File: src/rtl/serial_subtractor_pkg.sv
// Shared constants and state encoding for the slice-serial subtractor.
package serial_sub_pkg;

    localparam int WIDTH  = 64;
    localparam int SLICE  = 8;
    localparam int NSLICE = WIDTH / SLICE;
    localparam int CNT_W  = $clog2(NSLICE);

    typedef enum logic [1:0] {
        IDLE,
        RUN,
        DONE
    } state_t;

endpackage

File: src/rtl/serial_subtractor_if.sv
// Operand/result handshake bundle between upstream, subtractor and downstream.
interface serial_subtractor_if #(
    parameter int WIDTH = 64
);

    logic             in_valid;
    logic             in_ready;
    logic [WIDTH-1:0] a;
    logic [WIDTH-1:0] b;
    logic             out_valid;
    logic             out_ready;
    logic [WIDTH-1:0] diff;
    logic             borrow;
    logic             zero;
    logic             overflow;

    modport master (
        output in_valid, a, b, out_ready,
        input  in_ready, out_valid, diff, borrow, zero, overflow
    );

    modport slave (
        input  in_valid, a, b, out_ready,
        output in_ready, out_valid, diff, borrow, zero, overflow
    );

endinterface

File: src/rtl/serial_subtractor_sub_slice.sv
// One slice of the ripple-borrow subtractor: {bout, d} = x - y - bin.
module sub_slice #(
    parameter int SLICE = 8
) (
    input  logic [SLICE-1:0] i_x,
    input  logic [SLICE-1:0] i_y,
    input  logic             i_bin,
    output logic [SLICE-1:0] o_d,
    output logic             o_bout
);

    logic [SLICE:0] w_res;

    assign w_res  = {1'b0, i_x} - {1'b0, i_y} - (SLICE+1)'(i_bin);
    assign o_d    = w_res[SLICE-1:0];
    assign o_bout = w_res[SLICE];

endmodule

File: src/rtl/serial_subtractor.sv
// Multi-cycle subtractor: one SLICE per clock, LS slice first, with a
// registered borrow rippling between slices.
module serial_subtractor
    import serial_sub_pkg::*;
#(
    parameter int WIDTH = serial_sub_pkg::WIDTH,
    parameter int SLICE = serial_sub_pkg::SLICE
) (
    input logic               clk,
    input logic               rst,
    serial_subtractor_if.slave s
);

    localparam int NSLICE = WIDTH / SLICE;
    localparam int CNT_W  = (NSLICE > 1) ? $clog2(NSLICE) : 1;
    localparam logic [CNT_W-1:0] LAST = CNT_W'(NSLICE - 1);

    state_t r_state;
    state_t w_state_nxt;

    logic [NSLICE-1:0][SLICE-1:0] r_a;
    logic [NSLICE-1:0][SLICE-1:0] r_b;
    logic [NSLICE-1:0][SLICE-1:0] r_diff;
    logic [NSLICE-1:0][SLICE-1:0] w_diff_nxt;
    logic [CNT_W-1:0]             r_cnt;
    logic                         r_borrow;
    logic                         r_zero;
    logic                         r_ovf;

    logic             w_in_ready;
    logic             w_out_valid;
    logic [SLICE-1:0] w_d;
    logic             w_bout;

    sub_slice #(
        .SLICE (SLICE)
    ) u_slice (
        .i_x    (r_a[r_cnt]),
        .i_y    (r_b[r_cnt]),
        .i_bin  (r_borrow),
        .o_d    (w_d),
        .o_bout (w_bout)
    );

    // Full result as it will look once the current slice is written;
    // flags are taken from this on the final slice.
    always_comb begin
        w_diff_nxt        = r_diff;
        w_diff_nxt[r_cnt] = w_d;
    end

    always_ff @(posedge clk) begin
        if (rst) r_state <= IDLE;
        else     r_state <= w_state_nxt;
    end

    always_comb begin
        w_state_nxt = r_state;
        w_in_ready  = 1'b0;
        w_out_valid = 1'b0;
        unique case (r_state)
            IDLE: begin
                w_in_ready = 1'b1;
                if (s.in_valid) w_state_nxt = RUN;
            end
            RUN: begin
                if (r_cnt == LAST) w_state_nxt = DONE;
            end
            DONE: begin
                w_out_valid = 1'b1;
                if (s.out_ready) w_state_nxt = IDLE;
            end
            default: w_state_nxt = IDLE;
        endcase
    end

    always_ff @(posedge clk) begin
        if (rst) begin
            r_a      <= '0;
            r_b      <= '0;
            r_diff   <= '0;
            r_cnt    <= '0;
            r_borrow <= 1'b0;
            r_zero   <= 1'b0;
            r_ovf    <= 1'b0;
        end else begin
            unique case (r_state)
                IDLE: begin
                    if (s.in_valid) begin
                        r_a      <= s.a;
                        r_b      <= s.b;
                        r_cnt    <= '0;
                        r_borrow <= 1'b0;
                        r_zero   <= 1'b0;
                        r_ovf    <= 1'b0;
                    end
                end
                RUN: begin
                    r_diff[r_cnt] <= w_d;
                    r_borrow      <= w_bout;
                    r_cnt         <= r_cnt + 1'b1;
                    if (r_cnt == LAST) begin
                        r_zero <= (w_diff_nxt == '0);
                        r_ovf  <= (r_a[NSLICE-1][SLICE-1] != r_b[NSLICE-1][SLICE-1])
                               && (w_diff_nxt[NSLICE-1][SLICE-1] != r_a[NSLICE-1][SLICE-1]);
                    end
                end
                default: ;
            endcase
        end
    end

    assign s.in_ready  = w_in_ready;
    assign s.out_valid = w_out_valid;
    assign s.diff      = r_diff;
    assign s.borrow    = r_borrow;
    assign s.zero      = r_zero;
    assign s.overflow  = r_ovf;

endmodule

File: src/flat_wrapper.sv
// flat-port wrapper written by rule: the top's interface ports become plain ports
module serial_subtractor_flat import serial_sub_pkg::*;
#(
    parameter int WIDTH = serial_sub_pkg::WIDTH,
    parameter int SLICE = serial_sub_pkg::SLICE
)
  (clk, rst, s_in_valid, s_a, s_b, s_out_ready, s_in_ready, s_out_valid, s_diff, s_borrow, s_zero, s_overflow);
  serial_subtractor_if #(.WIDTH(WIDTH)) s_i ();
  input logic clk;
  input logic rst;
  input wire logic [$bits(s_i.in_valid)-1:0] s_in_valid;
  input wire logic [$bits(s_i.a)-1:0] s_a;
  input wire logic [$bits(s_i.b)-1:0] s_b;
  input wire logic [$bits(s_i.out_ready)-1:0] s_out_ready;
  output wire logic [$bits(s_i.in_ready)-1:0] s_in_ready;
  output wire logic [$bits(s_i.out_valid)-1:0] s_out_valid;
  output wire logic [$bits(s_i.diff)-1:0] s_diff;
  output wire logic [$bits(s_i.borrow)-1:0] s_borrow;
  output wire logic [$bits(s_i.zero)-1:0] s_zero;
  output wire logic [$bits(s_i.overflow)-1:0] s_overflow;
  assign s_i.in_valid = s_in_valid;
  assign s_i.a = s_a;
  assign s_i.b = s_b;
  assign s_i.out_ready = s_out_ready;
  assign s_in_ready = s_i.in_ready;
  assign s_out_valid = s_i.out_valid;
  assign s_diff = s_i.diff;
  assign s_borrow = s_i.borrow;
  assign s_zero = s_i.zero;
  assign s_overflow = s_i.overflow;
  serial_subtractor #(.WIDTH(WIDTH), .SLICE(SLICE)) u_core (.clk(clk), .rst(rst), .s(s_i));
endmodule
File: config.mk
export PLATFORM = sky130hd
export DESIGN_NAME = serial_subtractor_flat
export DESIGN_NICKNAME = d
export VERILOG_FILES = /design/src/rtl/serial_subtractor_pkg.sv /design/src/rtl/serial_subtractor_if.sv /design/src/rtl/serial_subtractor_sub_slice.sv /design/src/rtl/serial_subtractor.sv /design/src/flat_wrapper.sv
export SDC_FILE = /design/constraint.sdc
export NUM_CORES = 1
export LEC_CHECK = 0
export ABC_CLOCK_PERIOD_IN_PS = 7500
export BUFFER_PORTS_ARGS = -buffer_cell sky130_fd_sc_hd__buf_2
export CAP_MARGIN = 40
export CELL_PAD_IN_SITES_DETAIL_PLACEMENT = 1
export CELL_PAD_IN_SITES_GLOBAL_PLACEMENT = 2
export CORE_AREA = 3 3 166 168
export CTS_BUF_LIST = sky130_fd_sc_hd__clkbuf_2
export DETAILED_ROUTE_END_ITERATION = 7
export DIE_AREA = 0 0 169 171
export PLACE_DENSITY_LB_ADDON = 0.3
export SYNTH_ARGS = -nofsm -noshare
export SYNTH_HDL_FRONTEND = slang
export SYNTH_HIERARCHICAL = 1
export SYNTH_SLANG_ARGS = --single-unit
File: constraint.sdc
create_clock -name clk -period 7.5 [get_ports clk]
set_input_delay 1.5 -clock clk [delete_from_list [all_inputs] [get_ports clk]]
set_output_delay 1.5 -clock clk [all_outputs]
set_load 0.05 [all_outputs]
==> results of run 1 <==
-- worst reg2reg max path, cell delays in order (launching register included) --
cell                       delay, ps
sky130_fd_sc_hd__dfxtp_1         800
sky130_fd_sc_hd__buf_8           240
sky130_fd_sc_hd__nor3b_2         620
sky130_fd_sc_hd__buf_4           350
sky130_fd_sc_hd__a22o_1          160
sky130_fd_sc_hd__a221oi_1         40
sky130_fd_sc_hd__nand3_1          80
sky130_fd_sc_hd__inv_1            60
sky130_fd_sc_hd__fa_1            430
sky130_fd_sc_hd__ha_1            300
sky130_fd_sc_hd__o21ai_1          90
sky130_fd_sc_hd__a21boi_2        230
sky130_fd_sc_hd__a31oi_1         110
sky130_fd_sc_hd__nand3b_1        570
sky130_fd_sc_hd__and3_1          430
sky130_fd_sc_hd__a211oi_1        210
sky130_fd_sc_hd__a41oi_1          70
sky130_fd_sc_hd__nor4_1          400
sky130_fd_sc_hd__nand4_1         150
sky130_fd_sc_hd__o21ai_1         160
-- final timing paths --
kind | from | to | slack (ps) | cells after the start
worst max-delay path | u_core/r_cnt[2]$_SDFFE_PP0P_ | u_core/s.zero$_SDFFE_PP0P_ | 1980 | 19
worst min-delay path | u_core/r_a[51]$_SDFFE_PP0P_ | u_core/r_a[51]$_SDFFE_PP0P_ | 480 | 2
worst max register to register | u_core/r_cnt[2]$_SDFFE_PP0P_ | u_core/s.zero$_SDFFE_PP0P_ | 1980 | 19
worst min register to register | u_core/r_a[51]$_SDFFE_PP0P_ | u_core/r_a[51]$_SDFFE_PP0P_ | 480 | 2
-- logic make-up after synthesis --
logic type | after synthesis | synth area share, %
compound gates | 315 | 20.9
xor+xnor | 5 | 0.492
fa+ha+maj | 18 | 2.70
buf+inv | 109 | 5.10
flops | 200 | 44.9
mux | 7 | 0.801
simple gates | 519 | 25.0
-- metal layers --
layer	share of wire [%]	track usage [%]
met3	4.5	3.77
met4	1.8	5.29
met5	0	0
met1	45	28.3
met2	49	38.2
-- report_power, final --
group / switching (mW) / internal [mW] / leakage (nW)
Sequential: 0.0426 / 1.12 / 1.63
Combinational: 0.399 / 0.189 / 2.46
Clock: 0.448 / 0.157 / 0.168
Total: 0.889 / 1.47 / 4.26
-- state kept, by name (all words and copies together), names as in the netlist --
signal             flops
u_core/s.zero          1
u_core/s.diff         64
u_core/s.overflow      1
u_core/r_cnt           3
u_core/r_a            64
u_core/r_b            64
u_core/s.borrow        1
u_core/r_state         2
-- Yosys cell counts (all sizes together), types with 4 or more instances --
cell	count
a21oi	209
and2	5
nor2	19
nor3	17
a22oi	55
o22ai	4
nand3	12
a221oi	6
ha	16
inv	24
mux2i	6
nand4	14
nand2	406
dfxtp	200
a31oi	6
nand2b	6
clkbuf	66
o21ai	8
nor4	12
nor2b	7
buf	19
a22o	5
-- per-stage QoR --
stage	util, %	power [mW]	instance area (µm²)
after floorplan	-	1.53	8910
after global placement	38.7	1.73	10100
after detailed placement	39.4	1.77	10300
after CTS	40.6	2.38	10600
after global routing	40.6	2.48	10600
final	40.6	2.36	10600
-- area by class of cell --
cell class                      instances  share of cell area, %
Multi-Input combinational cell        864                   42.3
Sequential cell                       200                   37.9
Timing Repair Buffer                  225                   12.1
Tap cell                              335                   3.97
Clock inverter                         15                   2.07
Inverter                               24                  0.852
Clock buffer                           17                  0.805
Antenna cell                            1                 0.0237
==> impl_results.md, run 1 <==
- Result of the run: completed
- Most frequent cells in the layout: 404 x sky130_fd_sc_hd__nand2_1, 207 x sky130_fd_sc_hd__a21oi_1, 201 x sky130_fd_sc_hd__buf_2
- Distinct cell type count after synthesis: 64
- Top cells by area, synth: sky130_fd_sc_hd__dfxtp_1 45%, sky130_fd_sc_hd__nand2_1 17%, sky130_fd_sc_hd__a21oi_1 12%
- Wire length of the first global-routing pass: 49800 µm
- Placeable core region: 26100 µm²
- Number of antenna violations at the first check in global routing: 1
- Delay of the slowest cell on the worst path: 800 ps
- Router iterations before antenna repair: 5
- Clock Skews: 46.3 ps
- Hold Violations, Final: 0
- Routability congestion estimate from global placement: 0.863
- Share of async-settable or async-resettable flops after synthesis: 0%
- Core Rows: 59
- Chip Height: 171 µm
- Worst setup slack before clock tree synthesis: 2220 ps
- Top-area cell type share of the netlist area: 44.9%
- Combined area of all synthesized cells: 8910 µm²
- Worst slew margin relative to its limit: 40.9%
- Max-Cap Viols: 0
- Area Overhead vs Synth: 18.7%
- Die Footprint: 28900 µm²
- Via density: 5.31
- Hold Worst Slack: 475 ps
- Cell class contributing the biggest share of worst-path delay: simple AND/OR/NAND/NOR gates
- Max Fclk: 0.181 GHz
- Boundary Pins: 201
- Power per cell area: 223 nW/µm²
- Endpoint arrival time on the critical path: 6260 ps
- Crit-path slowest cell: sky130_fd_sc_hd__dfxtp_1
- Synth warn: 6
- Total routing usage reported by global routing: 21.9%
- Horizontal extent of the die: 169 µm
- Final #Nets: 1482
- DR WL/cell: 19.3 µm
- Slew at the pin with the worst max-slew slack: 880 ps
- Total setup violations reported at the end of the flow: 0
- Maximum vdd ir drop: 0.0941 mV
- Largest net degree at the start of global routing: 117
- CTS clk-pin slew, worst paths: 330 ps
- Count of flip-flops with a built-in enable after synthesis: 0
- Number of register bits inferred by synthesis: 200
- Cell at the root of the clock tree: sky130_fd_sc_hd__clkbuf_2
- Aggregate global routing overflow: 0
- Sort of element at the start of the critical path: flop
- Post-route ant nets: 0
- Cells after synthesis: 1173
- Type of the worst setup path: reg -> reg
- RSZ-0062 raised after global routing: false
- Area occupied by multi-input gates: 4480 µm²
- Number of filler instances in the final layout: 3323
- Critical Path RT: 8240 ps
- CTS tree: done
- Worst min-delay path class: reg -> reg
- TritonCTS Buffers: 17
- Fraction of final layout cells sized beyond drive strength 1: 20.6%
- Clock latency of the later-clocked register in the worst-skew pair: 810 ps
- Type of destination of the critical path: flop
- Wirelength, routed: 32400 µm
- Number of slew-limit violations in the final report: 0
- Maximum net fanout on the critical path: 18
- Leading register cell type out of synthesis: sky130_fd_sc_hd__dfxtp_1
- Count of hold-fix buffers inserted at cts: 0
- Post-layout instance count excluding filler cells: 1681
- Critical Path, Cell by Cell: buf_8, nor3b_2, buf_4, a22o_1, a221oi_1, nand3_1, inv_1, fa_1, ha_1, o21ai_1, a21boi_2, a31oi_1, nand3b_1, and3_1, a211oi_1, a41oi_1, nor4_1, nand4_1, o21ai_1
- Count of buffer and inverter cells on the critical path: 3
- Most Frequent Cell on Critical Path: sky130_fd_sc_hd__o21ai_1
- Dpl cells: 1648
- Maximum number of buffers from clock root to sink: 2
- Most common cell after layout, fill and taps aside: sky130_fd_sc_hd__nand2_1
- Total of cells resized after clock tree synthesis: 0
- Syn avg cell area: 7.59 µm²
- Via count of the first global-routing pass: 9052
- Hpwl dp: 23800 µm
- Drt drc: 0
- IO buf count: 200
- Ratio of final minimum period to clock period: 73.5%
- Buffers inserted during post-CTS setup optimization: 0
- Sequential cell area fraction in the yosys report: 44.9%
- H-tree depth reported by CTS: 4
- Aggregate negative setup slack: 0 ps
- P_leak: 4.26 nW
- Library cell occupying the most area in the post-synthesis netlist: sky130_fd_sc_hd__dfxtp_1
- Register Area: 4000 µm²
- Worst Slack Setup Final: 1980 ps
- Total number of clock tree sinks: 200
- DRT iter0 DRCs: 555
- Effective utilization at floorplan: 34.2%
- DR vias: 8934
- Net count after synthesis: 1323
- Min Tclk post-route: 5520 ps
No activity file was read; power rests on OpenSTA's default activity.
==> run 2, diff against run 1 <==
--- a/config.mk
+++ b/config.mk
@@ -5,15 +5,15 @@
 export SDC_FILE = /design/constraint.sdc
 export NUM_CORES = 1
 export LEC_CHECK = 0
-export ABC_CLOCK_PERIOD_IN_PS = 7500
+export ABC_CLOCK_PERIOD_IN_PS = 4500
 export BUFFER_PORTS_ARGS = -buffer_cell sky130_fd_sc_hd__buf_2
 export CAP_MARGIN = 40
 export CELL_PAD_IN_SITES_DETAIL_PLACEMENT = 1
 export CELL_PAD_IN_SITES_GLOBAL_PLACEMENT = 2
-export CORE_AREA = 3 3 166 168
+export CORE_AREA = 3 3 183 185
 export CTS_BUF_LIST = sky130_fd_sc_hd__clkbuf_2
 export DETAILED_ROUTE_END_ITERATION = 7
-export DIE_AREA = 0 0 169 171
+export DIE_AREA = 0 0 186 188
 export PLACE_DENSITY_LB_ADDON = 0.3
 export SYNTH_ARGS = -nofsm -noshare
 export SYNTH_HDL_FRONTEND = slang
==> constraint.sdc (replaced) <==
create_clock -name clk -period 4.5 [get_ports clk]
set_input_delay 0.9 -clock clk [delete_from_list [all_inputs] [get_ports clk]]
set_output_delay 0.9 -clock clk [all_outputs]
set_load 0.05 [all_outputs]
==> run 2 against run 1 <==
Sequential share of layout area decreased by 0.46 points. Worst setup slack got worse by 1600 ps. Wire length increased by 6.2%. Total power increased by 65%. Critical path depth decreased by 4. Core utilization decreased by 7.3 points. Die area increased by 21%.
==> impl_results.md, run 2 (synthesized netlist as in run 1, its figures left out) <==
- Wire length of the first global-routing pass: 52300 µm (+4.9%)
- Horizontal extent of the die: 186 µm (+10%)
- Max Fclk: 0.242 GHz (+34%)
- Finished Cell Area: 10700 µm² (+1.5%)
- Maximum number of buffers from clock root to sink: 2 (unchanged)
- Final #Nets: 1500 (+1.2%)
- RSZ-0062 raised after global routing: false
- Chip Height: 188 µm (+9.9%)
- Total setup violations reported at the end of the flow: 0 (unchanged)
- Most common cell after layout, fill and taps aside: sky130_fd_sc_hd__nand2_1
- Min Tclk post-route: 4130 ps (-1390 ps)
- DR vias: 8813 (-1.4%)
- Tot Pwr: 3.89 mW (+65%)
- Clock latency of the later-clocked register in the worst-skew pair: 820 ps (about the same)
- Via count of the first global-routing pass: 9086 (+0.38%)
- Boundary Pins: 201 (unchanged)
- H-tree depth reported by CTS: 4 (unchanged)
- Largest net degree at the start of global routing: 93 (-21%)
- Register-to-register path setup slack: 370 ps (-1610 ps)
- Aggregate global routing overflow: 0 (unchanged)
- Number of filler instances in the final layout: 4013 (+21%)
- P_leak: 4.34 nW (+1.7%)
- CP Capture Point: u_core/s.zero$_SDFFE_PP0P_
- Maximum net fanout on the critical path: 11 (-7)
- Endpoint arrival time on the critical path: 4880 ps (-1380 ps)
- Type of destination of the critical path: flop
- Worst r2r path cells: 15 (-4)
- Critical Path Stages: 15 (-4)
- Slew at the pin with the worst max-slew slack: 765 ps (-115 ps)
- Post-route ant nets: 0 (unchanged)
- Router iterations before antenna repair: 7 (+2)
- Worst min-delay path class: in -> reg
- Number of slew-limit violations in the final report: 0 (unchanged)
- Power per cell area: 363 nW/µm² (+63%)
- Total routing usage reported by global routing: 19.2% (-2.6 points)
- Startpoint of the most critical setup path: u_core/r_cnt[1]$_SDFFE_PP0P_
- Sort of element at the start of the critical path: flop
- Hold Violations, Final: 0 (unchanged)
- Crit-path slowest cell: sky130_fd_sc_hd__dfxtp_2
- Core Rows: 66 (+12%)
- Delay of the slowest cell on the worst path: 560 ps (-240 ps)
- Effective utilization at floorplan: 27.7% (-6.5 points)
- Ratio of final minimum period to clock period: 91.7% (+18 points)
- End of the worst register-to-register path: u_core/s.zero$_SDFFE_PP0P_
- Dpl cells: 1736 (+5.3%)
- Most frequent cells in the layout: 404 x sky130_fd_sc_hd__nand2_1, 207 x sky130_fd_sc_hd__a21oi_1, 202 x sky130_fd_sc_hd__buf_2
- Placeable core region: 32200 µm² (+24%)
- Hpwl dp: 25800 µm (+8.6%)
- Aggregate negative setup slack: 0 ps (unchanged)
- Maximum vdd ir drop: 0.182 mV (+93%)
- Worst slew margin relative to its limit: 49.0% (+8.1 points)
- Clock Skews: 60.7 ps (+14.3 ps)
- DR WL/cell: 19.4 µm (+0.76%)
- Max-Cap Viols: 0 (unchanged)
- Count of buffer and inverter cells on the critical path: 1 (-2)
- IO buf count: 200 (unchanged)
- Number of antenna violations at the first check in global routing: 1 (unchanged)
- Routability congestion estimate from global placement: 0.853 (-1.2%)
- CTS tree: done
- Area Overhead vs Synth: 20.4%
- Die Footprint: 35000 µm² (+21%)
- Via density: 4.97 (-6.4%)
- Fraction of final layout cells sized beyond drive strength 1: 21.8% (+1.2 points)
- Result of the run: completed
- Drt drc: 0 (unchanged)
- Launch point of the worst reg-to-reg path: u_core/r_cnt[1]$_SDFFE_PP0P_
- Cell at the root of the clock tree: sky130_fd_sc_hd__clkbuf_2
- CTS clk-pin slew, worst paths: 370 ps (+40 ps)
- DRT iter0 DRCs: 523 (-5.8%)
- Post-layout instance count excluding filler cells: 1772 (+5.4%)
- Cell Area, Placed: 10400 µm² (+1.4%)
- Type of the worst setup path: reg -> reg
- Critical Path RT: 5250 ps (-2990 ps)
- TritonCTS Buffers: 17 (unchanged)
- Critical Path, Cell by Cell: and3b_1, a221oi_1, nand3_1, inv_1, fa_1, fa_1, nand2b_1, a21oi_2, o21ai_1, xor2_1, nor2_1, nand2_1, a2111oi_0, nand4_1, o21ai_1
- Total number of clock tree sinks: 200 (unchanged)
- Cell class contributing the biggest share of worst-path delay: simple AND/OR/NAND/NOR gates
- Wirelength, routed: 34400 µm (+6.2%)
==> run 2: area by class of cell <==
| class | instances | area (µm²) | area share [%] |
|---|---|---|---|
| Antenna cell | 1 | 2.50 | 0.0233 |
| Clock buffer | 17 | 85.1 | 0.793 |
| Clock inverter | 15 | 174 | 1.62 |
| Inverter | 24 | 90.1 | 0.840 |
| Multi-Input combinational cell | 864 | 4480 | 41.8 |
| Sequential cell | 200 | 4010 | 37.4 |
| Tap cell | 408 | 510 | 4.76 |
| Timing Repair Buffer | 243 | 1370 | 12.8 |
==> run 2: worst min-delay path, cell delays in order <==
cell                      delay [ps]
sky130_fd_sc_hd__buf_2           100
sky130_fd_sc_hd__nand2_1          50
sky130_fd_sc_hd__a21oi_1          50
==> run 2: power by group <==
group / total [mW] / switching [mW] / internal (mW)
clock: 0.939 / 0.744 / 0.195
sequential: 1.94 / 0.0751 / 1.87
combinational: 1.01 / 0.679 / 0.331
total: 3.89 / 1.50 / 2.39
==> run 2: timing repair <==
action / 4_1_cts / 5_1_grt
hold buffers: 0 / 0
setup endpoints to repair: 0 / 1
buffers inserted: 0 / 3
gates resized for setup: 0 / 8
==> run 2: how the worst min path moves through the flow <==
stage                           startpoint                           to  slack, ps  cells past startpoint
5_1_grt                            s_a[49]  u_core/r_a[49]$_SDFFE_PP0P_        120                      3
3_3_place_gp    u_core/r_a[8]$_SDFFE_PP0P_   u_core/r_a[8]$_SDFFE_PP0P_        450                      2
6_report                           s_b[10]  u_core/r_b[10]$_SDFFE_PP0P_        250                      3
4_1_cts                            s_a[49]  u_core/r_a[49]$_SDFFE_PP0P_        160                      3
2_1_floorplan   u_core/r_a[0]$_SDFFE_PP0P_   u_core/r_a[0]$_SDFFE_PP0P_        440                      2
3_5_place_dp   u_core/r_a[24]$_SDFFE_PP0P_  u_core/r_a[24]$_SDFFE_PP0P_        450                      2
==> run 2: per-layer routing <==
metal	vias up	share of wire, %	global-route usage [%]
met1	4197	46	25.4
li1	4360	-	-
met4	0	2.4	5.39
met3	42	4.6	3.51
met5	-	0	0
met2	214	47	32.2
==> run 2: stage by stage <==
stage / worst slack (ps) / hold WS, ps / util (%)
CTS: 97.5 / 160 / 33.1
global route: 5.24 / 121 / 33.3
global placement: 350 / 445 / 32.2
floorplan: 629 / 436 / -
detailed placement: 204 / 449 / 32.3
finish: 375 / 249 / 33.3
==> run 3, diff against run 2 <==
--- a/config.mk
+++ b/config.mk
@@ -10,12 +10,11 @@
 export CAP_MARGIN = 40
 export CELL_PAD_IN_SITES_DETAIL_PLACEMENT = 1
 export CELL_PAD_IN_SITES_GLOBAL_PLACEMENT = 2
-export CORE_AREA = 3 3 183 185
+export CORE_AREA = 3 3 181 183
 export CTS_BUF_LIST = sky130_fd_sc_hd__clkbuf_2
 export DETAILED_ROUTE_END_ITERATION = 7
-export DIE_AREA = 0 0 186 188
+export DIE_AREA = 0 0 184 186
 export PLACE_DENSITY_LB_ADDON = 0.3
 export SYNTH_ARGS = -nofsm -noshare
 export SYNTH_HDL_FRONTEND = slang
-export SYNTH_HIERARCHICAL = 1
 export SYNTH_SLANG_ARGS = --single-unit
==> run 3 against run 2 <==
Design area increased by 2.6%. Register-to-register slack got worse by 200 ps. Hold slack gained 20 ps. Synthesized cell count rose by 0.34%. Sequential share of layout area down 0.97 points. Synthesized area rose by 1.6%. Non-clock buffer count is 9 higher. Flip-flop and latch count is the same. Largest cell class unchanged. Largest power group unchanged.
==> impl_results.md, run 3 <==
- Wire length of the first global-routing pass: 54000 µm (+3.3%)
- Total setup violations reported at the end of the flow: 0 (unchanged)
- Result of the run: completed
- Met1 WL: 16900 µm (+7.0%)
- Drt drc: 0 (unchanged)
- Wirelength, routed: 35900 µm (+4.5%)
- Layout Utilization: 35.0% (+1.8 points)
- Post-layout instance count excluding filler cells: 1785 (+0.73%)
- Leading register cell type out of synthesis: sky130_fd_sc_hd__dfxtp_1
- Routability congestion estimate from global placement: 0.917 (+7.6%)
- Chip Height: 186 µm (-1.1%)
- Most frequent cells in the layout: 370 x sky130_fd_sc_hd__nand2_1, 207 x sky130_fd_sc_hd__a21oi_1, 202 x sky130_fd_sc_hd__buf_2
- Aggregate global routing overflow: 0 (unchanged)
- Dpl cells: 1752 (+0.92%)
- Launch point of the worst reg-to-reg path: u_core.r_cnt[1]$_SDFFE_PP0P_
- IO buf count: 200 (unchanged)
- Top cells by area, synth: sky130_fd_sc_hd__dfxtp_1 44%, sky130_fd_sc_hd__nand2_1 15%, sky130_fd_sc_hd__a21oi_1 11%
- Maximum vdd ir drop: 0.153 mV (-16%)
- Sum of met2 wire segment lengths after detailed routing: 16900 µm (+4.0%)
- Count of flip-flops with a built-in enable after synthesis: 0 (unchanged)
- Cell Area, Placed: 10700 µm² (+2.6%)
- Worst min-delay path class: in -> reg
- Via count of the first global-routing pass: 9033 (-0.58%)
- Clock Skews: 55.2 ps (-5.42 ps)
- Hold Violations, Final: 0 (unchanged)
- Count of hold-fix buffers inserted at cts: 0 (unchanged)
- Cells after synthesis: 1177 (+0.34%)
- Syn avg cell area: 7.69 µm² (+1.2%)
- Post-route ant nets: 0 (unchanged)
- Total routing usage reported by global routing: 20.7% (+1.4 points)
- Die Footprint: 34200 µm² (-2.1%)
- Slew at the pin with the worst max-slew slack: 840 ps (+75.9 ps)
- Maximum number of buffers from clock root to sink: 2 (unchanged)
- Cell class contributing the biggest share of worst-path delay: compound AO/OA/AOI/OAI gates
- Distinct cell type count after synthesis: 71 (+11%)
- Sequential cell area fraction in the yosys report: 44.2% (-0.70 points)
- Net count after synthesis: 1325 (+0.15%)
- Critical Path RT: 5270 ps (+20 ps)
- DR vias: 9044 (+2.6%)
- Launch instance of the worst min-delay path: s_b[27]
- Count of buffer and inverter cells on the critical path: 2 (+1)
- Cell with the most instances after synthesis: sky130_fd_sc_hd__nand2_1
- P_leak: 4.48 nW (+3.4%)
- Hpwl dp: 27600 µm (+7.1%)
- Clock latency of the later-clocked register in the worst-skew pair: 800 ps (-20 ps)
- Type of the worst setup path: reg -> reg
- Horizontal extent of the die: 184 µm (-1.1%)
- Endpoint arrival time on the critical path: 5090 ps (+210 ps)
- Number of slew-limit violations in the final report: 0 (unchanged)
- Critical Path, Cell by Cell: buf_4, and2_1, a22oi_1, a21oi_1, a21oi_1, nand2_1, ha_1, inv_1, ha_1, and2_1, a221o_1, a21o_1, xor2_1, o31a_1, o22a_1, or4_1, o21ai_1
- Startpoint of the most critical setup path: u_core.r_cnt[1]$_SDFFE_PP0P_
- Min Tclk post-route: 4330 ps (+203 ps)
- Library cell occupying the most area in the post-synthesis netlist: sky130_fd_sc_hd__dfxtp_1
- Cell at the root of the clock tree: sky130_fd_sc_hd__clkbuf_2
- Most common cell after layout, fill and taps aside: sky130_fd_sc_hd__nand2_1
- Largest net degree at the start of global routing: 86 (-7.5%)
- Via density: 5.07 (+1.9%)
- Power per cell area: 368 nW/µm² (+1.3%)
- Most numerous cell types in the synthesized netlist: 371 x sky130_fd_sc_hd__nand2_1, 207 x sky130_fd_sc_hd__a21oi_1, 200 x sky130_fd_sc_hd__dfxtp_1
- Router iterations before antenna repair: 5 (-2)
- Share of async-settable or async-resettable flops after synthesis: 0% (unchanged)
- Maximum net fanout on the critical path: 11 (unchanged)
- Final #Nets: 1517 (+1.1%)
- Max-Cap Viols: 0 (unchanged)
- Tot Pwr: 4.05 mW (+4.0%)
- Total met3 wirelength after detailed routing: 1510 µm (-4.9%)
- Number of register bits inferred by synthesis: 200 (unchanged)
- Delay of the slowest cell on the worst path: 500 ps (-60 ps)
- Buffers inserted during post-CTS setup optimization: 0 (unchanged)
- Sort of element at the start of the critical path: flop
- Effective utilization at floorplan: 28.8% (+1.2 points)
- Ratio of final minimum period to clock period: 96.2% (+4.5 points)
- CTS clk-pin slew, worst paths: 350 ps (-20 ps)
- Top-area cell type share of the netlist area: 44.2% (-0.70 points)
- Core Rows: 65 (-1.5%)
- H-tree depth reported by CTS: 4 (unchanged)
- Total number of clock tree sinks: 200 (unchanged)
- Uppermost layer routed: met4
- Finished Cell Area: 11000 µm² (+2.6%)
- Type of destination of the critical path: flop
- DRT iter0 DRCs: 636 (+22%)
- Max Fclk: 0.231 GHz (-4.7%)
- Fraction of final layout cells sized beyond drive strength 1: 22.8% (+1.0 points)
- Area Overhead vs Synth: 21.6%
- TritonCTS Buffers: 17 (unchanged)
- Placeable core region: 31400 µm² (-2.5%)
- Boundary Pins: 201 (unchanged)
- Synth warn: 0 (-6)
- DR WL/cell: 20.1 µm (+3.7%)
- Worst slew margin relative to its limit: 44.0% (-5.1 points)
- Crit-path slowest cell: sky130_fd_sc_hd__or4_1
- CTS tree: done
- Number of antenna violations at the first check in global routing: 1 (unchanged)
- Combined area of all synthesized cells: 9050 µm² (+1.6%)
run 3: final timing paths:
| path | to | slack [ps] | cells past startpoint |
|---|---|---|---|
| setup / recovery | u_core.s.zero$_SDFFE_PP0P_ | 170 | 17 |
| hold / removal | u_core.r_b[27]$_SDFFE_PP0P_ | 270 | 3 |
| setup reg to reg | u_core.s.zero$_SDFFE_PP0P_ | 170 | 17 |
| hold reg to reg | u_core.r_a[59]$_SDFFE_PP0P_ | 470 | 2 |
run 3: repair_timing:
| action | in CTS | in global routing |
|---|---|---|
| hold endpoints to repair | 0 | 0 |
| resized for setup | 0 | 4 |
| endpoints found under the setup margin | 0 | 1 |
run 3: stage by stage:
step | setup slack (ps) | TNS (ps) | hold WS (ps)
2_1_floorplan | 11.6 | 0 | 433
3_3_place_gp | 245 | 0 | 443
3_5_place_dp | 171 | 0 | 447
4_1_cts | 89.7 | 0 | 177
5_1_grt | -16.1 | -16.1 | 162
6_report | 172 | 0 | 269
run 3: worst min-delay path, delay by kind of cell:
| kind | cells | cell delay, ps |
|---|---|---|
| buf+inv | 1 | 100 |
| compound gates | 1 | 50 |
| simple gates | 1 | 50 |
run 3: cell type report:
class,instances,area (µm²)
well taps,402,503
inverters,14,52.6
clock inverters,15,223
diodes,1,2.50
repair buffers,252,1430
clock buffers,17,85.1
fillers,3935,20400
flip-flops and latches,200,4010
multi-input cells,884,4700
run 3: metal layers:
layer / vias to the layer above / global-route usage, %
met5: - / 0
met2: 249 / 34.5
li1: 4423 / -
met4: 0 / 5.47
met3: 33 / 3.01
met1: 4339 / 28.1
run 3: logic make-up after synthesis:
logic type,after synthesis,synth area share (%)
AO/OA/AOI/OAI,318,21.2
AND/OR/NAND/NOR,514,23.6
XOR/XNOR,7,0.677
adder cells (fa/ha/maj),16,2.38
buffers and inverters,93,4.13
flip-flops,200,44.2
multiplexers,29,3.80
run 3: power breakdown:
part / internal (mW) / switching (mW) / total (mW)
Clock: 0.349 / 0.727 / 1.08
Combinational: 0.364 / 0.657 / 1.02
Sequential: 1.87 / 0.0836 / 1.95
